File: src/rtl/gpu_writeback_arbiter.sv
// Writeback arbiter: ALU results (priority) and FIFO-buffered load returns share the register-file write port.
// Define WB_BYPASS_EN to let a load return skip the empty FIFO when the ALU is idle.
module gpu_writeback_arbiter #(
    parameter  int unsigned LDQ_DEPTH = 4,
    localparam int unsigned CNT_W     = $clog2(LDQ_DEPTH) + 1
) (
    input  logic             clk,
    input  logic             rst_n,
    input  logic             alu_valid,
    input  logic [3:0]       alu_rd,
    input  logic [63:0]      alu_data,
    input  logic             ld_issue,
    input  logic [3:0]       ld_issue_rd,
    input  logic             mem_rsp_valid,
    output logic             mem_rsp_ready,
    input  logic [3:0]       mem_rsp_rd,
    input  logic [63:0]      mem_rsp_data,
    output logic             rf_we,
    output logic [3:0]       rf_rd_addr,
    output logic [63:0]      rf_rd_data,
    output logic [15:0]      busy_mask,
    output logic [CNT_W-1:0] ldq_count,
    output logic             waw_err
);

    localparam int unsigned PTR_W = $clog2(LDQ_DEPTH);
    localparam logic [3:0]  ZERO_REG = 4'hF;

    typedef struct packed {
        logic [3:0]  rd;
        logic [63:0] data;
    } wb_entry_t;

    wb_entry_t        mem_q [LDQ_DEPTH];
    logic [PTR_W-1:0] wr_ptr_q, rd_ptr_q;
    logic [CNT_W-1:0] count_q, count_d;
    logic             we_q, we_d;
    logic [3:0]       addr_q, addr_d;
    logic [63:0]      data_q, data_d;
    logic [15:0]      busy_q, busy_d;
    logic             waw_q, waw_d;

    logic      empty, full, push, pop, byp;
    wb_entry_t head;

    assign empty = (count_q == '0);
    assign full  = (count_q == CNT_W'(LDQ_DEPTH));
    assign head  = mem_q[rd_ptr_q];

`ifdef WB_BYPASS_EN
    assign byp = !alu_valid && empty && mem_rsp_valid;
`else
    assign byp = 1'b0;
`endif

    assign mem_rsp_ready = !full;
    assign push          = mem_rsp_valid && !full && !byp;
    assign pop           = !alu_valid && !empty;

    // Output selection, scoreboard and WAW detection
    always_comb begin
        we_d    = 1'b0;
        addr_d  = addr_q;
        data_d  = data_q;
        busy_d  = busy_q;
        waw_d   = waw_q | (alu_valid && (alu_rd != ZERO_REG) && busy_q[alu_rd]);
        count_d = count_q;
        if (alu_valid) begin
            we_d   = (alu_rd != ZERO_REG);
            addr_d = alu_rd;
            data_d = alu_data;
        end else if (pop) begin
            we_d           = (head.rd != ZERO_REG);
            addr_d         = head.rd;
            data_d         = head.data;
            busy_d[head.rd] = 1'b0;
        end else if (byp) begin
            we_d               = (mem_rsp_rd != ZERO_REG);
            addr_d             = mem_rsp_rd;
            data_d             = mem_rsp_data;
            busy_d[mem_rsp_rd] = 1'b0;
        end
        // A new issue to the same register overrides the clear above
        if (ld_issue && (ld_issue_rd != ZERO_REG)) begin
            busy_d[ld_issue_rd] = 1'b1;
        end
        unique case ({push, pop})
            2'b10:   count_d = count_q + CNT_W'(1);
            2'b01:   count_d = count_q - CNT_W'(1);
            default: count_d = count_q;
        endcase
    end

    always_ff @(posedge clk or negedge rst_n) begin
        if (!rst_n) begin
            wr_ptr_q <= '0;
            rd_ptr_q <= '0;
            count_q  <= '0;
            we_q     <= 1'b0;
            addr_q   <= '0;
            data_q   <= '0;
            busy_q   <= '0;
            waw_q    <= 1'b0;
        end else begin
            if (push) wr_ptr_q <= wr_ptr_q + PTR_W'(1);
            if (pop)  rd_ptr_q <= rd_ptr_q + PTR_W'(1);
            count_q <= count_d;
            we_q    <= we_d;
            addr_q  <= addr_d;
            data_q  <= data_d;
            busy_q  <= busy_d;
            waw_q   <= waw_d;
        end
    end

    // FIFO storage; validity is tracked by the reset pointers
    always_ff @(posedge clk) begin
        if (push) mem_q[wr_ptr_q] <= '{rd: mem_rsp_rd, data: mem_rsp_data};
    end

    assign rf_we      = we_q;
    assign rf_rd_addr = addr_q;
    assign rf_rd_data = data_q;
    assign busy_mask  = busy_q;
    assign ldq_count  = count_q;
    assign waw_err    = waw_q;

endmodule

File: config.mk
export PLATFORM = sky130hd
export DESIGN_NAME = gpu_writeback_arbiter
export DESIGN_NICKNAME = d
export VERILOG_FILES = /design/src/rtl/gpu_writeback_arbiter.sv
export SDC_FILE = /design/constraint.sdc
export NUM_CORES = 1
export LEC_CHECK = 0
export BUFFER_PORTS_ARGS = -buffer_cell sky130_fd_sc_hd__buf_2
export CAP_MARGIN = 0
export CORE_ASPECT_RATIO = 0.9
export CORE_MARGIN = 5
export CORE_UTILIZATION = 35
export DETAILED_ROUTE_END_ITERATION = 10
export PLACE_DENSITY = 0.61
export SLEW_MARGIN = 20
export SYNTH_ARGS = -nofsm -noshare
export SYNTH_HDL_FRONTEND = slang
export SYNTH_SLANG_ARGS = --single-unit
File: constraint.sdc
create_clock -name clk -period 6.81 [get_ports clk]
set_clock_uncertainty 0.1 [all_clocks]
set_input_delay 1.0215 -clock clk [delete_from_list [all_inputs] [get_ports clk]]
set_output_delay 1.0215 -clock clk [all_outputs]
set_load 0.01 [all_outputs]
==> impl_metrics.yaml <==
critical_path:
  r2r_start: "rd_ptr_q[0]"
  r2r_end: "rf_rd_data[3]"
  cpPeakStageDelay_ns: 0.69
  cp_slowest_cell: "dfrtp_4"
  path_cells: "buf_4 -> buf_4 -> mux4_2 -> mux2i_1 -> o21ai_0"
  cp_common_cell: "buf_4"
  crit_type: "reg -> reg"
  cp_max_fo: 26
  critical_path_buf_inv_count: 2
  endpoint_kind: "flip-flop"
  crit_required_ns: 7.11
  r2r_slack_ns: 3.83
  ff2ff_path_depth: 5
  cp-start-kind: "flip-flop"
  cp.arrival_ns: 3.28
  setup.worst_path.start: "rd_ptr_q[0]"
  critPathTopFamily: "buffers and inverters"
yosys:
  synth_compound_area_share_pct: 3.35
  yosys.area_share.simple_pct: 4.10
  ys_seq_area_share_pct: 74.1
  ys_types: 39
  ys_dominant_reg_cell: "edfxtp_1"
  syn_area_per_cell_um2: 18.1
  synth_mux_area_share_pct: 16.0
  synth_fa_ha_area_share_pct: 0.583
  synth_edf_count: 272
  synth_seq_cells: 365
  yosys.area_share.xor_xnor_pct: 0.371
  synth_top_family_by_area: "multiplexers"
  async_flop_share_pct: 25.5
  netlist_instances: 781
  synth_fp_nets: 932
  synth_area_um2: 14200
  yosys_warnings: 0
sta:
  grt_setup_unrepaired: "no"
  clock.fmax_mhz: 336
  max-slew-margin-rel_pct: 45.9
  finalCritPeriodShare_pct: 43.7
  worst_hold_slack_ns: 0.341
  finalHoldViolations: 0
  worstMarginPinSlew_ns: 0.811
  finalWorstSetupSlack_ns: 3.83
  period_needed_ns: 2.98
  report.final.slew_viol_count: 0
  tns_ns: 0
  setup_viol: 0
global_route:
  grt_usage_pct: 14.3
  overflow: 0
  grt_pass1_vias: 8259
  grt_pass1_wl_um: 49700
  antenna_found_initial: 3
  grt_max_degree: 69
die:
  dieArea_um2: 44600
  start_util_pct: 35.2
  core_area_um2: 40300
  rows: 70
  ioPinCount: 235
  die_y_um: 201
  dieWidth_um: 222
placement:
  io_buffers: 234
  gp_congestion: 0.755
  dp_hpwl_um: 19900
  pre_cts_slack_ns: 3.43
power:
  vdd.ir_drop.worst_mv: 0.212
  power.leakage_nw: 6.52
  p_per_area_nw_per_um2: 434
finish:
  area_growth_pct: 22.6
  nets: 1181
  drive_gt1_share_pct: 36.4
route:
  wl_per_cell_um: 19.6
  drt_iter0_markers: 550
  drtPass1Iterations: 4
  ant_nets: 0
  postRouteWirelength_um: 31500
  drc: 0
  via_per_inst: 4.79
  vias: 7684
cts:
  clkSlewWorstSetupHoldPaths_ns: 0.06
  cts_setup_buffers: 0
  numCtsBuffers: 41
  cts_tree: "done"
  cts_hold_buf: 0
  cts_htree_levels: 2
  insertion_delay_ns: 0.55
  cts_resized: 0
  clock-sinks: 365
  root_buffer: "clkbuf_16"
  cts_buffer_depth: 3
worst_hold_path:
  hp-class: "in -> async"
run_status:
  status: "complete, no violations"
job:
  max-cap-violations: 0
-- cell type report --
class	count	area (µm²)
tap	540	676
timing repair buffer	245	1260
fill	3671	22900
clock buffer	59	1210
antenna	1	2.50
sequential	365	10500
multi-input combinational	367	3490
clock inverter	17	191
inverter	10	37.5
-- state kept, by name (all words and copies together), names as in the netlist --
register	flops
busy_mask	16
waw_err	1
rf_rd_addr	4
ldq_count	3
rd_ptr_q	2
mem_q	272
wr_ptr_q	2
rf_rd_data	64
rf_we	1
-- cell families (layout without fill, tap and decap cells) --
| family | Yosys count | after routing |
|---|---|---|
| other cells | 0 | 1 |
| compound gates | 88 | 88 |
| flops | 365 | 365 |
| xor+xnor | 6 | 6 |
| fa+ha+maj | 6 | 6 |
| buf+inv | 49 | 331 |
| simple gates | 129 | 129 |
| mux | 138 | 138 |
-- routing by layer --
metal | routed length [µm] | global-route usage [%]
met1 | 14300 | 20.0
met5 | 39 | 0
met2 | 14600 | 21.8
met4 | 573 | 4.34
met3 | 1980 | 4.14
-- cells in the final DEF, fill, tap and decap left out, types with 2 or more instances in the layout --
cell type,count
edfxtp_1,272
buf_2,232
nand2_1,95
dfrtp_1,91
mux4_2,71
o21ai_0,67
mux2i_1,66
clkbuf_16,45
buf_4,13
o21ai_1,12
clkbuf_1,11
inv_1,10
clkinv_1,6
nor2_1,5
ha_1,5
a222oi_1,4
nor2b_1,4
nand3_1,4
and3_4,4
bufinv_16,4
xnor2_1,3
xor2_1,3
clkbuf_8,3
clkinv_2,3
nor3b_1,2
nand2b_1,2
or4b_4,2
a211oi_1,2
nand4_1,2
inv_6,2
dfrtp_4,2
-- per-stage QoR --
stage | instances | instance area [µm²] | power [mW] | utilization (%)
floorplan | 781 | 14200 | 4.60 | -
CTS | 1603 | 17400 | 7.69 | 43.1
global route | 1603 | 17400 | 8.00 | 43.1
finish | 1604 | 17400 | 7.53 | 43.1
detailed placement | 1527 | 16000 | 5.40 | 39.6
global placement | 1527 | 16000 | 5.36 | 39.6
-- synthesized netlist by cell type, drive strengths merged, types with 2 or more instances --
cell / n / area [µm²]
nor2b: 4 / 25.0
clkbuf: 12 / 45.0
or4b: 2 / 27.5
xnor2: 3 / 26.3
nand2: 95 / 357
xor2: 3 / 26.3
ha: 5 / 62.6
and3: 5 / 31.3
buf: 27 / 129
o21ai: 79 / 395
nand4: 2 / 12.5
a222oi: 4 / 40.0
edfxtp: 272 / 8170
inv: 10 / 37.5
mux4: 71 / 1600
a211oi: 2 / 15.0
nor3b: 2 / 15.0
nor2: 5 / 18.8
nand3: 4 / 20.0
nand2b: 2 / 12.5
mux2i: 66 / 661
dfrtp: 93 / 2330
-- worst max path at each step --
stage	cells past startpoint	to	slack [ns]
global placement	6	rf_rd_addr[3]	3.44
global route	5	rf_rd_data[60]	3.45
finish	5	rf_rd_data[3]	3.83
detailed placement	6	rf_rd_addr[2]	3.43
CTS	5	rf_rd_data[60]	3.66
floorplan	1	mem_q[0][0]	3.62
-- report_power, final --
group | internal (mW) | leakage, nW | switching [mW]
registers | 3.04 | 3.58 | 0.293
logic | 0.876 | 2.25 | 1.07
clock network | 1.39 | 0.680 | 0.869
No activity file was read; power rests on OpenSTA's default activity.
